File: src/rtl/vga_pixel_colproc_if.sv
// Pixel-path bus bundle: video-memory write side, RGB buffer push side and CLUT read side.
// slave = the pixel pipeline, master = the surrounding WISHBONE master / RGB buffer / CLUT.
interface vga_pixel_colproc_if;
  logic [31:0] pix_d;
  logic        pix_wreq;
  logic        pix_hfull;
  logic        pix_empty;
  logic        RGB_fifo_full;
  logic        RGB_fifo_wreq;
  logic [7:0]  R;
  logic [7:0]  G;
  logic [7:0]  B;
  logic        clut_req;
  logic [7:0]  clut_offs;
  logic        clut_ack;
  logic [31:0] wb_di;

  modport slave (
    input  pix_d, pix_wreq, RGB_fifo_full, clut_ack, wb_di,
    output pix_hfull, pix_empty, RGB_fifo_wreq, R, G, B, clut_req, clut_offs
  );

  modport master (
    output pix_d, pix_wreq, RGB_fifo_full, clut_ack, wb_di,
    input  pix_hfull, pix_empty, RGB_fifo_wreq, R, G, B, clut_req, clut_offs
  );
endinterface

File: src/rtl/vga_pixel_colproc.sv
// Pixel word FIFO plus colour processor unpacking 8/16/24/32 bpp words into registered RGB pixels.
// Latency: word write -> first pixel pulse 3 edges (flag, IDLE->PROC, emit); CLUT adds request/ack round trip.
// Backpressure: no pixel is emitted while RGB_fifo_full is high; words stay in the FIFO until fully consumed.
module vga_pixel_colproc #(
  parameter int AW = 4,
  parameter int DW = 32
) (
  input  logic               CLK_I,
  input  logic               nRESET,
  input  logic               srst,
  input  logic [1:0]         ColorDepth,
  input  logic               PseudoColor,
  vga_pixel_colproc_if.slave bus
);

  localparam int          DEPTH = 2 ** AW;
  localparam logic [AW:0] FULL  = (AW + 1)'(DEPTH);
  localparam logic [AW:0] HALF  = (AW + 1)'(DEPTH / 2);

  typedef enum logic [1:0] {IDLE, PROC, CLUT} state_t;

  logic [DW-1:0] mem [DEPTH];
  logic [AW-1:0] wptr, rptr;
  logic [AW:0]   count, count_nxt;
  logic          empty_r, hfull_r;
  logic          wr_en, rd_en, pop;

  state_t        state;
  logic [1:0]    phase, phase_nxt;
  logic [15:0]   left;
  logic [23:0]   clut_dat;
  logic          clut_have;
  logic [31:0]   head;
  logic [7:0]    byte_sel;
  logic [15:0]   half;
  logic [23:0]   pix;
  logic          last, clut_mode, direct_emit, clut_emit;

  assign wr_en         = bus.pix_wreq && (count != FULL) && !srst;
  assign rd_en         = pop && !empty_r;
  assign head          = mem[rptr];
  assign bus.pix_empty = empty_r;
  assign bus.pix_hfull = hfull_r;

  always_comb begin
    count_nxt = count;
    if (wr_en && !rd_en)
      count_nxt = count + 1'b1;
    else if (!wr_en && rd_en)
      count_nxt = count - 1'b1;
  end

  always_ff @(posedge CLK_I) begin
    if (wr_en)
      mem[wptr] <= bus.pix_d;
  end

  always_ff @(posedge CLK_I or negedge nRESET) begin
    if (!nRESET) begin
      wptr    <= '0;
      rptr    <= '0;
      count   <= '0;
      empty_r <= 1'b1;
      hfull_r <= 1'b0;
    end else if (srst) begin
      wptr    <= '0;
      rptr    <= '0;
      count   <= '0;
      empty_r <= 1'b1;
      hfull_r <= 1'b0;
    end else begin
      if (wr_en)
        wptr <= wptr + 1'b1;
      if (rd_en)
        rptr <= rptr + 1'b1;
      count   <= count_nxt;
      empty_r <= (count_nxt == '0);
      hfull_r <= (count_nxt >= HALF);
    end
  end

  // Pixel selection for the current phase; 24bpp splices leftover bits of the previous word.
  always_comb begin
    case (phase)
      2'd0:    byte_sel = head[31:24];
      2'd1:    byte_sel = head[23:16];
      2'd2:    byte_sel = head[15:8];
      default: byte_sel = head[7:0];
    endcase
    half      = phase[0] ? head[15:0] : head[31:16];
    pix       = head[23:0];
    last      = 1'b1;
    phase_nxt = 2'd0;
    case (ColorDepth)
      2'b00: begin
        pix       = {3{byte_sel}};
        last      = (phase == 2'd3);
        phase_nxt = phase + 2'd1;
      end
      2'b01: begin
        pix       = {half[15:11], 3'b000, half[10:5], 2'b00, half[4:0], 3'b000};
        last      = phase[0];
        phase_nxt = {1'b0, ~phase[0]};
      end
      2'b10: begin
        case (phase)
          2'd0:    pix = head[31:8];
          2'd1:    pix = {left[7:0], head[31:16]};
          2'd2:    pix = {left[15:0], head[31:24]};
          default: pix = head[23:0];
        endcase
        last      = (phase != 2'd2);
        phase_nxt = phase + 2'd1;
      end
      default: ;
    endcase
    clut_mode   = (ColorDepth == 2'b00) && PseudoColor;
    direct_emit = (state == PROC) && !empty_r && !bus.RGB_fifo_full && !clut_mode;
    clut_emit   = (state == CLUT) && clut_have && !bus.RGB_fifo_full;
    pop         = (direct_emit || clut_emit) && last;
  end

  always_ff @(posedge CLK_I or negedge nRESET) begin
    if (!nRESET) begin
      state             <= IDLE;
      phase             <= 2'd0;
      left              <= '0;
      clut_dat          <= '0;
      clut_have         <= 1'b0;
      bus.RGB_fifo_wreq <= 1'b0;
      bus.R             <= '0;
      bus.G             <= '0;
      bus.B             <= '0;
      bus.clut_req      <= 1'b0;
      bus.clut_offs     <= '0;
    end else if (srst) begin
      state             <= IDLE;
      phase             <= 2'd0;
      left              <= '0;
      clut_dat          <= '0;
      clut_have         <= 1'b0;
      bus.RGB_fifo_wreq <= 1'b0;
      bus.R             <= '0;
      bus.G             <= '0;
      bus.B             <= '0;
      bus.clut_req      <= 1'b0;
      bus.clut_offs     <= '0;
    end else begin
      bus.RGB_fifo_wreq <= 1'b0;
      case (state)
        IDLE: begin
          if (!empty_r)
            state <= PROC;
        end
        PROC: begin
          if (empty_r) begin
            state <= IDLE;
          end else if (clut_mode) begin
            bus.clut_req  <= 1'b1;
            bus.clut_offs <= byte_sel;
            state         <= CLUT;
          end else if (direct_emit) begin
            bus.RGB_fifo_wreq         <= 1'b1;
            {bus.R, bus.G, bus.B}     <= pix;
            phase                     <= phase_nxt;
            if (ColorDepth == 2'b10)
              left <= (phase == 2'd0) ? {8'h00, head[7:0]} : head[15:0];
          end
        end
        CLUT: begin
          if (!clut_have) begin
            if (bus.clut_ack) begin
              bus.clut_req <= 1'b0;
              clut_dat     <= bus.wb_di[23:0];
              clut_have    <= 1'b1;
            end
          end else if (clut_emit) begin
            bus.RGB_fifo_wreq     <= 1'b1;
            {bus.R, bus.G, bus.B} <= clut_dat;
            clut_have             <= 1'b0;
            phase                 <= phase_nxt;
            state                 <= PROC;
          end
        end
        default: state <= IDLE;
      endcase
    end
  end

endmodule

File: src/flat_wrapper.sv
// flat-port wrapper written by rule: the top's interface ports become plain ports
module vga_pixel_colproc_flat 
#(
  parameter int AW = 4,
  parameter int DW = 32
)
  (CLK_I, nRESET, srst, ColorDepth, PseudoColor, bus_pix_d, bus_pix_wreq, bus_RGB_fifo_full, bus_clut_ack, bus_wb_di, bus_pix_hfull, bus_pix_empty, bus_RGB_fifo_wreq, bus_R, bus_G, bus_B, bus_clut_req, bus_clut_offs);
  vga_pixel_colproc_if bus_i ();
  input  logic CLK_I;
  input  logic nRESET;
  input  logic srst;
  input  logic [1:0] ColorDepth;
  input  logic PseudoColor;
  input wire logic [$bits(bus_i.pix_d)-1:0] bus_pix_d;
  input wire logic [$bits(bus_i.pix_wreq)-1:0] bus_pix_wreq;
  input wire logic [$bits(bus_i.RGB_fifo_full)-1:0] bus_RGB_fifo_full;
  input wire logic [$bits(bus_i.clut_ack)-1:0] bus_clut_ack;
  input wire logic [$bits(bus_i.wb_di)-1:0] bus_wb_di;
  output wire logic [$bits(bus_i.pix_hfull)-1:0] bus_pix_hfull;
  output wire logic [$bits(bus_i.pix_empty)-1:0] bus_pix_empty;
  output wire logic [$bits(bus_i.RGB_fifo_wreq)-1:0] bus_RGB_fifo_wreq;
  output wire logic [$bits(bus_i.R)-1:0] bus_R;
  output wire logic [$bits(bus_i.G)-1:0] bus_G;
  output wire logic [$bits(bus_i.B)-1:0] bus_B;
  output wire logic [$bits(bus_i.clut_req)-1:0] bus_clut_req;
  output wire logic [$bits(bus_i.clut_offs)-1:0] bus_clut_offs;
  assign bus_i.pix_d = bus_pix_d;
  assign bus_i.pix_wreq = bus_pix_wreq;
  assign bus_i.RGB_fifo_full = bus_RGB_fifo_full;
  assign bus_i.clut_ack = bus_clut_ack;
  assign bus_i.wb_di = bus_wb_di;
  assign bus_pix_hfull = bus_i.pix_hfull;
  assign bus_pix_empty = bus_i.pix_empty;
  assign bus_RGB_fifo_wreq = bus_i.RGB_fifo_wreq;
  assign bus_R = bus_i.R;
  assign bus_G = bus_i.G;
  assign bus_B = bus_i.B;
  assign bus_clut_req = bus_i.clut_req;
  assign bus_clut_offs = bus_i.clut_offs;
  vga_pixel_colproc #(.AW(AW), .DW(DW)) u_core (.CLK_I(CLK_I), .nRESET(nRESET), .srst(srst), .ColorDepth(ColorDepth), .PseudoColor(PseudoColor), .bus(bus_i));
endmodule
File: config.mk
export PLATFORM = sky130hd
export DESIGN_NAME = vga_pixel_colproc_flat
export DESIGN_NICKNAME = d
export VERILOG_FILES = /design/src/rtl/vga_pixel_colproc_if.sv /design/src/rtl/vga_pixel_colproc.sv /design/src/flat_wrapper.sv
export SDC_FILE = /design/constraint.sdc
export NUM_CORES = 1
export LEC_CHECK = 0
export ABC_CLOCK_PERIOD_IN_PS = 6400
export CAP_MARGIN = 20
export CORE_MARGIN = 10
export CORE_UTILIZATION = 45
export DETAILED_ROUTE_END_ITERATION = 10
export PLACE_DENSITY_LB_ADDON = 0.1
export SETUP_SLACK_MARGIN = 0.3
export SLEW_MARGIN = 20
export SYNTH_ARGS = -nofsm -noshare
export SYNTH_HDL_FRONTEND = slang
export SYNTH_SLANG_ARGS = --single-unit
File: constraint.sdc
create_clock -name CLK_I -period 6.4 [get_ports CLK_I]
set_input_delay 1.28 -clock CLK_I [delete_from_list [all_inputs] [get_ports CLK_I]]
set_output_delay 1.28 -clock CLK_I [all_outputs]
set_load 0.05 [all_outputs]
# --- Yosys cells after proc, flatten, opt, wreduce, memory -nomap -nowiden ---
# Memory sizes are Yosys's and may differ from the RTL's.
# Cells that the tools add are included.
op_classes:
  add_sub_neg: 5
  magnitude_cmp: 1
  n_eq_ne: 22
  n_mux: 85
  n_bitwise: 1
  n_reduce_logical: 39
op_table:
  columns: ["operator", "n"]
  rows:
  - ["8-bit two-way mux", 22]
  - ["24-bit one-hot mux with 3 select lines", 2]
  - ["16-bit two-way mux", 8]
  - ["24-bit two-way mux", 4]
  - ["8-bit one-hot mux with 2 select lines", 3]
  - ["2-bit two-way mux", 12]
  - ["8-bit one-hot mux with 3 select lines", 1]
  - ["1-bit two-way mux", 20]
  - ["4-bit two-way mux", 4]
  - ["2-bit nonzero test", 8]
  - ["5-bit two-way mux", 3]
  - ["3-bit != test (second input constant)", 5]
  - ["1-bit logical AND", 12]
  - ["3-bit by 2-bit != test with 1-bit output (second input constant)", 4]
  - ["5-bit AND reduction", 2]
  - ["4-bit by 1-bit adder with 4-bit output (second input constant)", 2]
  - ["2-bit equality test (second input constant)", 4]
  - ["2-bit != test (second input constant)", 4]
  - ["2-bit one-hot mux with 2 select lines", 2]
  - ["2-bit by 1-bit equality test with 1-bit output (second input constant)", 3]
  - ["1-bit zero test", 6]
  - ["2-bit zero test", 3]
  - ["2-bit one-hot mux with 3 select lines", 1]
  - ["3-bit AND reduction", 2]
  - ["other kinds (15)", 16]
totals:
  register_bits: 94
  ramBits: 512
  in_bits: 73
  out_inout_bits: 36
  word_cells: 170
  n_memories: 1
memory_table:
  columns: ["memory", "words", "width", "rd", "rd_ports_with_merged_regs", "wr", "line", "source"]
  rows:
  - ["u_core.mem", 16, 32, 1, 0, 1, "vga_pixel_colproc.sv:22", "logic [DW-1:0] mem [DEPTH];"]

# --- Depth between registers and ports, before layout ---
depth:
  word_depth: 12
  ltp_mapped: 12
  mapped_depth_nobuf: 9

# --- Worst setup path after synthesis ---
# Ideal clock, no wire load.
synth_timing:
  path_kind: "input to register"
  from: "in bus_pix_wreq"
  to: "mem u_core.mem[3][0] (enable)"
  setup_time_ps: 461
  arrival_ps: 4395
  required_time_ps: 5939
  slack_ps: 1544
  path_stages: 5
  n_path_buf: 0
  path_cell_list: "inv_1 > a31oi_1 > nand2_1 > or2_2 > nor3_1"
synth_via:
  elab_chain_cells: 4
synth_rtl:
  columns: ["element", "line", "source"]
  rows:
  - ["start: declaration", "flat_wrapper.sv:15", "input wire logic [$bits(bus_i.pix_wreq)-1:0] bus_pix_wreq;"]
  - ["1-bit logical AND (2 in series)", "vga_pixel_colproc.sv:39", "assign wr_en = bus.pix_wreq && (count != FULL) && !srst;"]
  - ["1-bit two-way mux", "vga_pixel_colproc.sv:54", "if (wr_en)"]
  - ["1-bit two-way mux (implied by the code)", "vga_pixel_colproc.sv:55", "mem[wptr] <= bus.pix_d;"]
  - ["end: declaration", "vga_pixel_colproc.sv:22", null]
# Every way passes these cells.

# --- Final worst setup path ---
layout_timing:
  from: "reg u_core.rptr[1]"
  to: "reg u_core.bus.G[0]"
layout_via:
  elab_chain_cells: 8
  elab_cells_between_ends: 9
  cone_classes: "mux (8); memory (1)"
layout_rtl:
  columns: ["element", "line", "source"]
  rows:
  - ["start: declaration", "vga_pixel_colproc.sv:23", "logic [AW-1:0] wptr, rptr;"]
  - ["start signal: assignment", "vga_pixel_colproc.sv:75", "rptr <= rptr + 1'b1;"]
  - ["memory read 16 x 32 bit (*)", null, null]
  - ["24-bit one-hot mux with 3 select lines or 8-bit one-hot mux with 3 select lines (tied branches)", "vga_pixel_colproc.sv:106, vga_pixel_colproc.sv:84", null]
  - ["24-bit one-hot mux with 3 select lines (*)", "vga_pixel_colproc.sv:94", "case (ColorDepth)"]
  - ["8-bit two-way mux (*)", "vga_pixel_colproc.sv:162", "end else if (direct_emit) begin"]
  - ["8-bit two-way mux (*)", "vga_pixel_colproc.sv:158", "end else if (clut_mode) begin"]
  - ["8-bit two-way mux (*)", "vga_pixel_colproc.sv:156", "if (empty_r) begin"]
  - ["8-bit one-hot mux with 2 select lines (*)", "vga_pixel_colproc.sv:150", "case (state)"]
  - ["8-bit two-way mux (*)", "vga_pixel_colproc.sv:136", "end else if (srst) begin"]
  - ["end signal: assignment", "vga_pixel_colproc.sv:164", "{bus.R, bus.G, bus.B} <= pix;"]
  - ["end signal: assignment", "vga_pixel_colproc.sv:179", "{bus.R, bus.G, bus.B} <= clut_dat;"]
  - ["end: declaration", "vga_pixel_colproc_if.sv:20", "output pix_hfull, pix_empty, RGB_fifo_wreq, R, G, B, clut_req, clut_offs"]
# Every way passes the cells marked *; elsewhere a longest branch is shown, timed or not. The select of a mux whose other input is x is not followed.
# A chain may end at the register's enable or synchronous reset.

==> results.txt <==
The number of search-and-repair iterations in the first detailed-routing pass is 5. For this run, the number of Yosys warnings is 0. For the final worst hold slack, the log shows 0.481 ns. Global-route wire length before repair: 101,000 um.

Top cell type by total area after synthesis: edfxtp_1. In the synthesized netlist, the cells that appear most often are 512 x edfxtp_1, 106 x mux4_2, 93 x dfrtp_1. Across all layers, the routed design uses 14,734 vias.

Measured along the x axis, the die boundary spans 259 um. The flow ran to the end, and the final reports show no timing, DRC or antenna violations. Mean instance size in the synthesized netlist: 16.9 um2. The row count is 87, and the effective utilization at floorplan is 0.456. The share of post-route cells with drive strength above 1 was 0.187; the die outline area was 67,200 um2.

By area the synthesized netlist is led by edfxtp_1 60%, mux4_2 9.3%, dfrtp_1 9.0%. For the portion of the post-synthesis area used by sequential elements, the log shows 0.689. The count of buffers added on input and output ports is 100. The most common cell in the synthesized netlist is edfxtp_1. The headroom to the max-slew limit was 0.300. The most used flip-flop cell after synthesis is edfxtp_1. The max-slew violation count is 0, and the setup violation total in the final timing report is 0.

Clock latency on the worst-skew pair, taken at its later pin, is 0.60 ns. The post-synthesis instance area came out at 25,700 um2. The endpoint arrival time on the critical path is 4.33 ns.

The net count of the mapped netlist was 1,609; the depth of the CTS H-tree was 3. The growth of design area from synthesis to finish works out to 15.4%. Summed over all nets, the half-perimeter wirelength after detailed placement is 40,300 um. Count of flip-flops with a built-in enable after synthesis: 512. The tools report the number of design-rule violations left by the first detailed-router iteration as 1,530.

The startpoint kind of the worst setup timing path was a register. Classification of the worst-slack hold path: register to register. The total overflow left after global routing is 0. The total wirelength of the detailed-routed design came out at 68,400 um.

Floorplan die height: 259 um. TritonCTS built the clock tree. The fraction of synthesized cell area taken by the top area cell type is 0.597, and the timing-limited maximum frequency is 0.259 GHz. Number of fillers in the final layout: 4,563.

Portion of the clock cycle consumed by the worst path in the final layout: 0.603. The peak fanout along the critical path works out to 76. The tools report the remaining number of nets flagged by the antenna check after routing as 0. The tools report the endpoint type of the worst setup path as a register. Worst setup path category: register to register. The final hold violation count was 0; the post-CTS repair timing setup buffer count was 0. The tools report the leakage power as 9.94 nW. Weighted congestion reported at the end of routability-driven placement: 0.910. Setup repair after global routing left no endpoint under its margin. The logs give 0.204 for the total global-route track usage and 56,500 um2 for the core area. Subtracting the final worst setup slack from the clock period gives 3.86 ns.

The final layout contains 1,724 nets. The total CTS buffers was 67; the transition at the pin with the smallest max-transition slack was 1.02 ns. In this run the deepest clock path goes through 3 buffers.

The tools report the total negative setup slack as 0 ns. 109 I/O pins were placed. Clock tree synthesis selected as its root buffer the cell clkbuf_16. In the final routed layout, each cell accounts on average for 28.0 um.

The clock arrives with 0.0184 ns of skew. The number of hold buffers added after CTS was 0. The initial antenna violation count was 7; the core utilization of the finished layout was 0.526. In this run, distinct cell masters in the synthesized netlist total 87. After clock tree synthesis, the clock-pin slew on the worst setup and hold paths is 0.06 ns. Using the TritonRoute via totals, the vias-per-cell ratio works out to 6.03. The tools report the post-CTS resize count as 0. Counting every sink on the clock net gives 606. The areal power density over the cells is 306 nW/um2, and the largest net degree at the start of global routing is 77. After detailed routing, the number of remaining DRC violations is 0. The flop and latch count out of synthesis works out to 606.

For the peak supply drop, the log shows 199 uV. For the critical path data required time, the log shows 6.87 ns. The number of instances in the synthesized netlist is 1,520, and the number of max-cap violations is 0. The tools report the via count of the first global-routing pass as 14,876. The share of async-settable or async-resettable flops after synthesis is 0.155.
power breakdown:
| group | switching (mW) | internal (mW) | leakage, nW | total (mW) |
|---|---|---|---|---|
| registers | 0.0635 | 4.37 | 5.88 | 4.43 |
| logic | 0.590 | 0.305 | 3.00 | 0.895 |
| clock network | 1.54 | 2.22 | 1.06 | 3.76 |
layout by cell type, fill, tap and decap left out, drive strengths merged, types with 37 or more instances in the layout:
cell / count
edfxtp: 512
nand2: 76
clkdlybuf4s50: 98
clkbuf: 87
dfrtp: 93
mux4: 113
nor2: 86
mux2i: 87
a21oi: 66
o21ai: 37
buf: 39
cells by family after synthesis:
logic type / share of synthesized area
mux: 0.142
xor+xnor: 0.00374
buf+inv: 0.0242
simple gates: 0.0446
compound gates: 0.0883
flops: 0.689
fa+ha+maj: 0.00778
worst paths after layout:
path / startpoint / end / slack, ns / depth (start not counted)
worst min-delay path: u_core.bus.clut_offs[1] / u_core.bus.clut_offs[1] / 0.48 / 2
min in group asynchronous: nRESET / u_core.count[4] / 0.67 / 1
max in group asynchronous: nRESET / u_core.clut_dat[12] / 4.61 / 2
worst max-delay path: u_core.rptr[1] / u_core.bus.G[0] / 2.54 / 9
worst min register to register: u_core.bus.clut_offs[1] / u_core.bus.clut_offs[1] / 0.48 / 2
worst max register to register: u_core.rptr[1] / u_core.bus.G[0] / 2.54 / 9
final cells by class:
class                      count  area [um2]  area share
timing repair buffer         137        1300      0.0437
inverter                      22        82.6     0.00278
antenna                        1        2.50   0.0000843
sequential                   606       17700       0.597
multi-input combinational    801        7470       0.252
clock inverter                33         290     0.00978
clock buffer                  87        1870      0.0628
tap                          756         946      0.0319
metal layers:
layer	vias to the layer above	wire length (um)	global-route usage
met5	-	80	0
met1	7718	29900	0.280
met4	12	1800	0.0630
li1	6399	-	-
met2	491	32800	0.323
met3	114	3910	0.0417
metrics by stage:
stage / power (mW) / instance area, um2 / worst slack, ns / std cells
2_1_floorplan: 5.03 / 25700 / 1.54 / 1520
3_3_place_gp: 5.39 / 27500 / 1.86 / 2322
3_5_place_dp: 5.40 / 27500 / 1.84 / 2322
4_1_cts: 9.17 / 29700 / 2.47 / 2442
5_1_grt: 9.41 / 29700 / 2.34 / 2442
6_report: 9.09 / 29700 / 2.54 / 2443
flip-flops by register name, summed over array words and instances (netlist names), 2 cells and up:
register              cells
u_core.bus.B              8
u_core.rptr               4
u_core.clut_dat          24
u_core.phase              2
u_core.mem              512
u_core.bus.R              8
u_core.count              5
u_core.state              2
u_core.left              16
u_core.bus.G              8
u_core.wptr               4
u_core.bus.clut_offs      8
worst max-delay path: stages (launching register included):
cell	delay, ns
dfrtp_4	0.62
buf_12	0.45
buf_4	0.48
mux4_2	0.55
mux2_2	0.31
o2bb2a_1	0.31
o211ai_1	0.18
and3_1	0.27
o21ai_1	0.31
a21oi_1	0.12
Note: power is estimated with default switching activity, not from simulation.
